$ cat src/rtl/instr_encoder_loader_pkg.sv
// Shared instruction-format definitions: class codes, opcodes and field positions.
// The control decoder imports this package too, so encoder and decoder cannot drift apart.
package instr_encoder_loader_pkg;

  typedef enum logic [2:0] {
    CLS_RTYPE   = 3'd0,
    CLS_JUMP    = 3'd1,
    CLS_BRANCH  = 3'd2,
    CLS_ADDI    = 3'd3,
    CLS_ALUI0   = 3'd4,
    CLS_LOAD    = 3'd5,
    CLS_STORE   = 3'd6,
    CLS_ILLEGAL = 3'd7
  } instr_class_e;

  localparam logic [5:0] OP_RTYPE  = 6'b000000;
  localparam logic [5:0] OP_JUMP   = 6'b000100;
  localparam logic [5:0] OP_BRANCH = 6'b001100;
  localparam logic [5:0] OP_ADDI   = 6'b001110;
  localparam logic [5:0] OP_ALUI0  = 6'b001111;
  localparam logic [5:0] OP_LOAD   = 6'b100100;
  localparam logic [5:0] OP_STORE  = 6'b100110;

  localparam int OP_LSB    = 26;
  localparam int RS_LSB    = 21;
  localparam int RT_LSB    = 16;
  localparam int RD_LSB    = 11;
  localparam int FUNCT_LSB = 0;
  localparam int IMM_LSB   = 0;
  localparam int TGT_LSB   = 0;

  typedef enum logic [1:0] {
    ST_IDLE  = 2'd0,
    ST_LOAD  = 2'd1,
    ST_FLUSH = 2'd2,
    ST_DONE  = 2'd3
  } load_state_e;

  function automatic logic [5:0] class_opcode(input instr_class_e c);
    case (c)
      CLS_RTYPE:  return OP_RTYPE;
      CLS_JUMP:   return OP_JUMP;
      CLS_BRANCH: return OP_BRANCH;
      CLS_ADDI:   return OP_ADDI;
      CLS_ALUI0:  return OP_ALUI0;
      CLS_LOAD:   return OP_LOAD;
      CLS_STORE:  return OP_STORE;
      default:    return OP_RTYPE;
    endcase
  endfunction

endpackage

$ cat src/rtl/instr_encoder_loader_if.sv
// Symbolic-instruction stream from the boot/test host into the encoder.
interface instr_encoder_loader_if;
  import instr_encoder_loader_pkg::*;

  logic         in_valid;
  logic         in_ready;
  logic         in_last;
  instr_class_e in_class;
  logic [4:0]   in_rs;
  logic [4:0]   in_rt;
  logic [4:0]   in_rd;
  logic [3:0]   in_funct;
  logic [15:0]  in_imm;
  logic [25:0]  in_target;

  modport master (
    output in_valid, in_last, in_class, in_rs, in_rt, in_rd, in_funct, in_imm, in_target,
    input  in_ready
  );

  modport slave (
    input  in_valid, in_last, in_class, in_rs, in_rt, in_rd, in_funct, in_imm, in_target,
    output in_ready
  );
endinterface

$ cat src/rtl/instr_encoder_loader_word_enc.sv
// Combinational fields-to-word encoder; legal=0 flags the reserved class.
module instr_word_enc
  import instr_encoder_loader_pkg::*;
(
  input  instr_class_e cls,
  input  logic [4:0]   rs,
  input  logic [4:0]   rt,
  input  logic [4:0]   rd,
  input  logic [3:0]   funct,
  input  logic [15:0]  imm,
  input  logic [25:0]  target,
  output logic [31:0]  word,
  output logic         legal
);

  always_comb begin
    word  = '0;
    legal = 1'b1;
    word[OP_LSB +: 6] = class_opcode(cls);
    case (cls)
      CLS_RTYPE: begin
        // shamt and the two bits above funct stay zero
        word[RS_LSB +: 5]    = rs;
        word[RT_LSB +: 5]    = rt;
        word[RD_LSB +: 5]    = rd;
        word[FUNCT_LSB +: 4] = funct;
      end
      CLS_JUMP: word[TGT_LSB +: 26] = target;
      CLS_ILLEGAL: begin
        word  = '0;
        legal = 1'b0;
      end
      default: begin
        word[RS_LSB +: 5]   = rs;
        word[RT_LSB +: 5]   = rt;
        word[IMM_LSB +: 16] = imm;
      end
    endcase
  end

endmodule

$ cat src/rtl/instr_encoder_loader.sv
// Session loader: accepts instruction fields, encodes them and writes imem at consecutive
// addresses from BASE_ADDR, with one cycle of latency and sticky error reporting.
module instr_encoder_loader
  import instr_encoder_loader_pkg::*;
#(
  parameter int ADDR_W    = 8,
  parameter int BASE_ADDR = 0,
  parameter int DEPTH     = 256
) (
  input  logic                  clk,
  input  logic                  rst,
  input  logic                  load_start,
  instr_encoder_loader_if.slave in_if,
  output logic                  imem_we,
  output logic [ADDR_W-1:0]     imem_addr,
  output logic [31:0]           imem_wdata,
  output logic                  busy,
  output logic                  done,
  output logic [ADDR_W:0]       word_count,
  output logic                  err_illegal,
  output logic                  err_overflow
);

  localparam logic [ADDR_W-1:0] BASE_C  = ADDR_W'(BASE_ADDR);
  localparam logic [ADDR_W:0]   DEPTH_C = (ADDR_W+1)'(DEPTH);

  load_state_e       state_q, state_d;
  logic [ADDR_W-1:0] ptr_q, ptr_d;
  logic [ADDR_W:0]   count_q, count_d;
  logic              we_q, we_d;
  logic [ADDR_W-1:0] addr_q, addr_d;
  logic [31:0]       wdata_q, wdata_d;
  logic              ill_q, ill_d;
  logic              ovf_q, ovf_d;
  logic              ready;
  logic              accept;
  logic [31:0]       enc_word;
  logic              enc_legal;

  instr_word_enc u_enc (
    .cls    (in_if.in_class),
    .rs     (in_if.in_rs),
    .rt     (in_if.in_rt),
    .rd     (in_if.in_rd),
    .funct  (in_if.in_funct),
    .imm    (in_if.in_imm),
    .target (in_if.in_target),
    .word   (enc_word),
    .legal  (enc_legal)
  );

  always_comb begin
    state_d = state_q;
    ptr_d   = ptr_q;
    count_d = count_q;
    we_d    = 1'b0;
    addr_d  = addr_q;
    wdata_d = wdata_q;
    ill_d   = ill_q;
    ovf_d   = ovf_q;
    ready   = (state_q == ST_LOAD) && (count_q < DEPTH_C);
    accept  = in_if.in_valid && ready;

    case (state_q)
      ST_IDLE: begin
        if (load_start) begin
          state_d = ST_LOAD;
          ptr_d   = BASE_C;
          count_d = '0;
          ill_d   = 1'b0;
          ovf_d   = 1'b0;
        end
      end
      ST_LOAD: begin
        if (accept) begin
          if (enc_legal) begin
            we_d    = 1'b1;
            addr_d  = ptr_q;
            wdata_d = enc_word;
            ptr_d   = ptr_q + 1'b1;
            count_d = count_q + 1'b1;
          end else begin
            ill_d = 1'b1;
          end
          // A legal word filling the last slot without in_last ends the session early
          if (in_if.in_last) begin
            state_d = ST_FLUSH;
          end else if (enc_legal && (count_q + 1'b1 == DEPTH_C)) begin
            ovf_d   = 1'b1;
            state_d = ST_FLUSH;
          end
        end
      end
      ST_FLUSH: state_d = ST_DONE;
      ST_DONE:  state_d = ST_IDLE;
      default:  state_d = ST_IDLE;
    endcase
  end

  always_ff @(posedge clk) begin
    if (rst) begin
      state_q <= ST_IDLE;
      ptr_q   <= BASE_C;
      count_q <= '0;
      we_q    <= 1'b0;
      addr_q  <= BASE_C;
      wdata_q <= '0;
      ill_q   <= 1'b0;
      ovf_q   <= 1'b0;
    end else begin
      state_q <= state_d;
      ptr_q   <= ptr_d;
      count_q <= count_d;
      we_q    <= we_d;
      addr_q  <= addr_d;
      wdata_q <= wdata_d;
      ill_q   <= ill_d;
      ovf_q   <= ovf_d;
    end
  end

  assign in_if.in_ready = ready;
  assign imem_we        = we_q;
  assign imem_addr      = addr_q;
  assign imem_wdata     = wdata_q;
  assign word_count     = count_q;
  assign err_illegal    = ill_q;
  assign err_overflow   = ovf_q;
  assign busy           = (state_q != ST_IDLE);
  assign done           = (state_q == ST_DONE);

endmodule

$ cat src/flat_wrapper.sv
// flat-port wrapper written by rule: the top's interface ports become plain ports
module instr_encoder_loader_flat import instr_encoder_loader_pkg::*;
#(
  parameter int ADDR_W    = 8,
  parameter int BASE_ADDR = 0,
  parameter int DEPTH     = 256
)
  (clk, rst, load_start, imem_we, imem_addr, imem_wdata, busy, done, word_count, err_illegal, err_overflow, in_if_in_valid, in_if_in_last, in_if_in_class, in_if_in_rs, in_if_in_rt, in_if_in_rd, in_if_in_funct, in_if_in_imm, in_if_in_target, in_if_in_ready);
  instr_encoder_loader_if in_if_i ();
  input  logic clk;
  input  logic rst;
  input  logic load_start;
  output logic imem_we;
  output logic [ADDR_W-1:0] imem_addr;
  output logic [31:0] imem_wdata;
  output logic busy;
  output logic done;
  output logic [ADDR_W:0] word_count;
  output logic err_illegal;
  output logic err_overflow;
  input wire logic [$bits(in_if_i.in_valid)-1:0] in_if_in_valid;
  input wire logic [$bits(in_if_i.in_last)-1:0] in_if_in_last;
  input wire logic [$bits(in_if_i.in_class)-1:0] in_if_in_class;
  input wire logic [$bits(in_if_i.in_rs)-1:0] in_if_in_rs;
  input wire logic [$bits(in_if_i.in_rt)-1:0] in_if_in_rt;
  input wire logic [$bits(in_if_i.in_rd)-1:0] in_if_in_rd;
  input wire logic [$bits(in_if_i.in_funct)-1:0] in_if_in_funct;
  input wire logic [$bits(in_if_i.in_imm)-1:0] in_if_in_imm;
  input wire logic [$bits(in_if_i.in_target)-1:0] in_if_in_target;
  output wire logic [$bits(in_if_i.in_ready)-1:0] in_if_in_ready;
  assign in_if_i.in_valid = in_if_in_valid;
  assign in_if_i.in_last = in_if_in_last;
  assign in_if_i.in_class = in_if_in_class;
  assign in_if_i.in_rs = in_if_in_rs;
  assign in_if_i.in_rt = in_if_in_rt;
  assign in_if_i.in_rd = in_if_in_rd;
  assign in_if_i.in_funct = in_if_in_funct;
  assign in_if_i.in_imm = in_if_in_imm;
  assign in_if_i.in_target = in_if_in_target;
  assign in_if_in_ready = in_if_i.in_ready;
  instr_encoder_loader #(.ADDR_W(ADDR_W), .BASE_ADDR(BASE_ADDR), .DEPTH(DEPTH)) u_core (.clk(clk), .rst(rst), .load_start(load_start), .in_if(in_if_i), .imem_we(imem_we), .imem_addr(imem_addr), .imem_wdata(imem_wdata), .busy(busy), .done(done), .word_count(word_count), .err_illegal(err_illegal), .err_overflow(err_overflow));
endmodule
$ cat config.mk
export PLATFORM = sky130hd
export DESIGN_NAME = instr_encoder_loader_flat
export DESIGN_NICKNAME = d
export VERILOG_FILES = /design/src/rtl/instr_encoder_loader_pkg.sv /design/src/rtl/instr_encoder_loader_if.sv /design/src/rtl/instr_encoder_loader_word_enc.sv /design/src/rtl/instr_encoder_loader.sv /design/src/flat_wrapper.sv
export SDC_FILE = /design/constraint.sdc
export NUM_CORES = 1
export LEC_CHECK = 0
export CAP_MARGIN = 20
export CORE_AREA = 10 10 112 84
export CTS_BUF_LIST = sky130_fd_sc_hd__clkbuf_4 sky130_fd_sc_hd__clkbuf_8
export CTS_CLUSTER_DIAMETER = 60
export DETAILED_ROUTE_END_ITERATION = 8
export DIE_AREA = 0 0 122 94
export GPL_TIMING_DRIVEN = 1
export PLACE_DENSITY = 0.87
export RECOVER_POWER = 25
export SYNTH_ARGS = -nofsm -noshare
export SYNTH_HDL_FRONTEND = slang
export SYNTH_HIERARCHICAL = 1
export SYNTH_SLANG_ARGS = --single-unit
export TNS_END_PERCENT = 20
$ cat constraint.sdc
create_clock -name clk -period 2.15 [get_ports clk]
set_input_delay 0.215 -clock clk [delete_from_list [all_inputs] [get_ports clk]]
set_output_delay 0.215 -clock clk [all_outputs]
set_load 0.03 [all_outputs]
# Yosys cells after proc, flatten, opt, wreduce, memory -nomap -nowiden
# Cells that the tools add are included.
[totals]
reg_bits = 62
inputBits = 69
out_inout_bits = 55
wordCells = 71
[op_classes]
add_sub_neg = 2
order_cmp = 1
eq_ne = 18
n_mux = 26
bitwise = 3
reduce_logical = 13
[ops]
columns = ["cell", "count"]
rows = [
  ["one-hot mux 6 bit (6 select lines)", 1],
  ["one-hot mux 15 bit (2 select lines)", 1],
  ["2-to-1 mux 9 bit", 3],
  ["2-to-1 mux 8 bit", 3],
  ["one-hot mux 9 bit (2 select lines)", 1],
  ["one-hot mux 8 bit (2 select lines)", 1],
  ["one-hot mux 7 bit (2 select lines)", 1],
  ["== test 3 bit, second input constant", 4],
  ["inequality test 2 bit, second input constant", 5],
  ["adder 9 x 1 -> 9 bit, second input constant", 1],
  ["== test 9 bit, second input constant", 1],
  ["< comparator 9 bit, second input constant", 1],
  ["adder 8 x 1 -> 8 bit, second input constant", 1],
  ["2-to-1 mux 2 bit", 4],
  ["one-hot mux 2 bit (4 select lines)", 1],
  ["one-hot mux 4 bit (2 select lines)", 1],
  ["AND reduction 4 bit", 2],
  ["2-to-1 mux 1 bit", 7],
  ["== test 3 x 2 -> 1 bit, second input constant", 2],
  ["AND reduction 3 bit", 2],
  ["AND reduction 5 bit", 1],
  ["== test 2 bit, second input constant", 2],
  ["one-hot mux 1 bit (2 select lines)", 2],
  ["nonzero test 2 bit", 2],
  ["9 further kinds", 13],
]

# Longest topological paths before layout
[depth]
ltp_word = 7
ltp_mapped = 8
ltp_nobuf = 6

# By module
# The synthesis kept the hierarchy.
[by_module_without_submodules]
columns = ["mod", "instances", "cells_per_inst", "area_per_inst_um2", "seq_area_each_um2"]
rows = [
  ["instr_encoder_loader", 1, 322, 2585.0, 1241.2],
  ["instr_word_enc", 1, 92, 664.4, 0.0],
]

# Worst setup path before layout
# No wires, ideal clock.
[synth_timing]
path_type = "input to register"
startpoint = "input port in_if_in_class[2]"
endpoint = "register u_core.ptr_q[7]"
setup_ns = 0.071
t_arrival_ns = 1.695
required_ns = 2.079
path_slack_ns = 0.384
cell_stages = 7
path_buffers = 1
path_cell_list = "buf_2 > and3_4 > inv_2 > nand3b_4 > a21o_4 > or4_1 > a21oi_1"
[synth_between]
elab_chain_cells = 3
[synth_rtl]
columns = ["item", "line_no", "source"]
rows = [
  ["start, declared", "flat_wrapper.sv:23", "input wire logic [$bits(in_if_i.in_class)-1:0] in_if_in_class;"],
  ["== test 3 bit", "instr_encoder_loader_word_enc.sv:20", "case (cls)"],
  ["inequality test 2 bit (no line)", "-", ""],
  ["AND reduction 4 bit (no line)", "-", ""],
  ["end signal, assigned", "instr_encoder_loader.sv:112", "ptr_q <= ptr_d;"],
  ["end, declared", "instr_encoder_loader.sv:28", "logic [ADDR_W-1:0] ptr_q, ptr_d;"],
]
# Every way passes these cells.
# A chain may end at the register's enable or synchronous reset.

# Worst setup path after layout
[layout_timing]
startpoint = "register u_core.state_q[0]"
endpoint = "output port busy"
[layout_between]
elab_chain_cells = 1
[layout_rtl]
columns = ["item", "line_no", "source"]
rows = [
  ["start, declared", "instr_encoder_loader.sv:27", "load_state_e state_q, state_d;"],
  ["start signal, assigned", "instr_encoder_loader.sv:111", "state_q <= state_d;"],
  ["nonzero test 2 bit", "instr_encoder_loader.sv:129", "assign busy = (state_q != ST_IDLE);"],
  ["end, declared", "flat_wrapper.sv:16", "output logic busy;"],
]
# Every way passes these cells.

==> flow_metrics.tcl <==
set metrics [dict create \
    outcome "finished clean" \
    start_util_pct 45.2 \
    power_switching_uw 1350 \
    min_period_over_period_pct 94.9 \
    seqPwrFrac_pct 34.3 \
    drt_iter0_drc 279 \
    area_growth_pct 47.1 \
    crit_path_top_delay_cell "clkdlybuf4s50_1" \
    drc 0 \
    crit_type "register to output port" \
    cts_root_buffer "clkbuf_8" \
    place_congestion 0.866 \
    max_slew_margin_pct 48.8 \
    hold_depth 3 \
    diodes 0 \
    drv_cap 0 \
    maxSlewViolCount 0 \
    synth_warnings 6 \
    grt_pass1_wl_um 17000 \
    hold_viol 0 \
    setup_ws_ns 0.110 \
    via_per_inst 5.51 \
    clk_latency_ns 0.33 \
    crit_top_cell "inv_1" \
    holdPathEnd "u_core/word_count[3]$_SDFFE_PP0P_" \
    wl_per_cell_um 16.4 \
    drtAntennaViolNets 0 \
    cts_buffer_depth 2 \
    hold_class "primary input to register" \
    cp-end-kind "output port" \
    rr_worst_depth 6 \
    final.setup_skew_ns 0.0105 \
    timing.rr.start "u_core/state_q[0]$_SDFFE_PP0P_" \
    layout-drive-gt1-share_pct 8.02 \
    htreeDepth 3 \
    arrival_ns 1.83 \
    path_clk_slew_ns 0.08 \
    grt_pass1_vias 3429 \
    postCtsSetupBuffers 0 \
    postCtsHoldBufs 0 \
    drt_pass1_iterations 5 \
    setup_viol 0 \
    seq_area_frac_synth_pct 38.2 \
    portBuffers 123 \
    rows 26 \
    syn_nets 489 \
    start_kind "register" \
    ir_drop_v 0.000462 \
    combPwrFrac_pct 35.7 \
    critical_path.startpoint "u_core/state_q[0]$_SDFFE_PP0P_" \
    cts.sinks 62 \
    required_ns 1.93 \
    max_freq_mhz 490 \
    final_core_util_pct 66.5 \
    die_h_um 94 \
    placed_cell_area_mm2 0.00456 \
    crit_chain "inv_1, ha_1, inv_1, clkdlybuf4s50_1" \
    syn-cell-area_mm2 0.00325 \
    swShare_pct 35.5 \
    fin_crit_ns 2.04 \
    p_leak_uw 0.00183 \
    coreArea_mm2 0.00719 \
    grt_max_degree 52 \
    hold_path_startpoint "rst" \
    vias 3494 \
    yosys.cell_types.count 53 \
    dpl.hpwl_um 7730 \
    io_pins 124 \
    max_stage_delay_ns 0.67 \
    grt_use_total_pct 18.0 \
    wirelength_um 10400 \
    tightest_slew_ns 0.749 \
    r2r_slack_ns 0.20 \
    power_density_mw_per_mm2 796 \
    critPathBufInv 3 \
    place_worst_setup_slack_ns -0.0806 \
    nets 606 \
    synthFlopType "dfxtp_1" \
    grt_overflow 0 \
    r2r-end "u_core/err_overflow$_SDFFE_PP0P_" \
    ys_ff_latch 62 \
    p_int_uw 2450 \
    hold_ws_ns 0.311 \
    cts_tree "yes" \
    clkPwrFrac_pct 30.0 \
    final_area_mm2 0.00478 \
    rsz0062_at_grt "false" \
    dieArea_mm2 0.0115 \
    cts_buffers 9 \
    dieWidth_um 122 \
    synth_edf_count 0 \
    crit_family "buffers and inverters" \
    synth_async_sr_flop_share_pct 0 \
    worst-path-max-fanout 5 \
    setup-tns-final_ns 0 \
    synth_cells 414 \
    post_synth.cell_area_avg_um2 7.85 \
    antenna_found_initial 0 \
]
-- state kept, by name, summed over array words and instances, names as in the netlist --
register	cells
u_core/err_overflow	1
u_core/state_q	2
u_core/word_count	9
u_core/imem_we	1
u_core/imem_addr	8
u_core/err_illegal	1
u_core/ptr_q	8
u_core/imem_wdata	32
-- layout by cell type (no fill, tap or decap), types with 3 or more instances in the layout --
master,count
dfxtp_1,62
dlygate4sd3_1,29
clkdlybuf4s50_1,92
buf_4,12
o2bb2ai_1,10
o31ai_1,3
or4_1,3
a22oi_1,11
nor3_1,5
inv_1,9
nand2b_1,4
mux2i_1,12
o21ai_0,6
o21bai_1,9
nor2_1,17
nand4_1,3
a311oi_1,4
clkbuf_8,9
nand2_1,101
nand3_1,7
ha_1,5
a22o_1,7
a21oi_1,63
-- power by group through the flow --
stage	registers, uW	logic, uW	clock network (uW)
4_1_cts	1310	1370	1180
2_1_floorplan	1470	691	0
3_5_place_dp	1330	1370	0
3_3_place_gp	1330	1330	0
6_report	1310	1360	1140
5_1_grt	1320	1480	1230
-- repair_timing --
item | 4_1_cts | 5_1_grt
setup endpoints to repair | 1 | 0
hold endpoints to repair | 0 | 0
gates resized for setup | 2 | 0
-- cells in the mapped netlist (2+ instances only) --
cell type | count | area, um2
o2111ai_1 | 2 | 17.5
a22o_1 | 7 | 61.3
ha_1 | 6 | 75.1
buf_2 | 7 | 35.0
dfxtp_1 | 62 | 1240
inv_1 | 9 | 33.8
nand4_1 | 3 | 18.8
nand2_1 | 101 | 379
o21bai_1 | 9 | 67.6
buf_1 | 5 | 18.8
nor2_4 | 2 | 22.5
and2_1 | 2 | 12.5
o2bb2ai_1 | 10 | 87.6
o21ai_0 | 6 | 30.0
nor3b_1 | 2 | 15.0
nor2b_1 | 2 | 12.5
a31oi_1 | 2 | 12.5
mux2i_1 | 12 | 120
nand4b_1 | 2 | 17.5
a22oi_1 | 11 | 82.6
a311oi_1 | 4 | 35.0
or4bb_1 | 2 | 22.5
o31ai_1 | 3 | 22.5
nor4_1 | 2 | 12.5
or4_1 | 3 | 22.5
nor2b_4 | 2 | 27.5
o21ai_1 | 2 | 10.0
buf_6 | 2 | 22.5
nand3_1 | 7 | 35.0
or3_1 | 2 | 12.5
nor2_1 | 18 | 67.6
nand2b_1 | 4 | 25.0
buf_4 | 4 | 30.0
clkbuf_1 | 12 | 45.0
nor3_1 | 5 | 25.0
a21oi_1 | 63 | 315
-- metal layers --
metal / global-route usage [%] / routed length (um)
met5: 0 / 0
met4: 5.64 / 150
met3: 7.03 / 1100
met2: 28.8 / 4760
met1: 21.8 / 4370
-- worst max-delay path by stage --
stage / depth (start not counted) / to
after global placement: 7 / u_core/ptr_q[4]$_SDFFE_PP0P_
final: 4 / busy
after detailed placement: 7 / u_core/ptr_q[4]$_SDFFE_PP0P_
after floorplan: 7 / u_core/ptr_q[7]$_SDFFE_PP0P_
after CTS: 4 / busy
after global routing: 4 / busy
-- logic make-up (layout without fill, tap and decap cells) --
family | after synthesis | in the layout | synth area share (%)
mux | 12 | 12 | 3.70
simple gates | 167 | 167 | 24.9
flops | 62 | 62 | 38.2
other cells | 1 | 1 | 0.115
fa+ha+maj | 6 | 6 | 2.31
compound gates | 124 | 124 | 24.4
buf+inv | 40 | 162 | 5.81
xor+xnor | 2 | 2 | 0.539
-- area by class of cell --
type                            count  area (um2)
Clock inverter                      7        96.3
Tap cell                           98         123
Sequential cell                    62        1240
Timing Repair Buffer              136        1340
Inverter                           10        37.5
Clock buffer                        9         124
Fill cell                         622        2410
Multi-Input combinational cell    312        1820
-- tightest hold or removal path, stage by stage --
cell and delay (ns):
buf_2 0.15, inv_1 0.10, o221a_2 0.13
-- metrics by stage --
step | power, uW | cells
floorplan | 2160 | 414
finish | 3810 | 634
global placement | 2660 | 618
CTS | 3850 | 634
detailed placement | 2700 | 618
global route | 4030 | 634
Power figures use the tool's default switching activity.
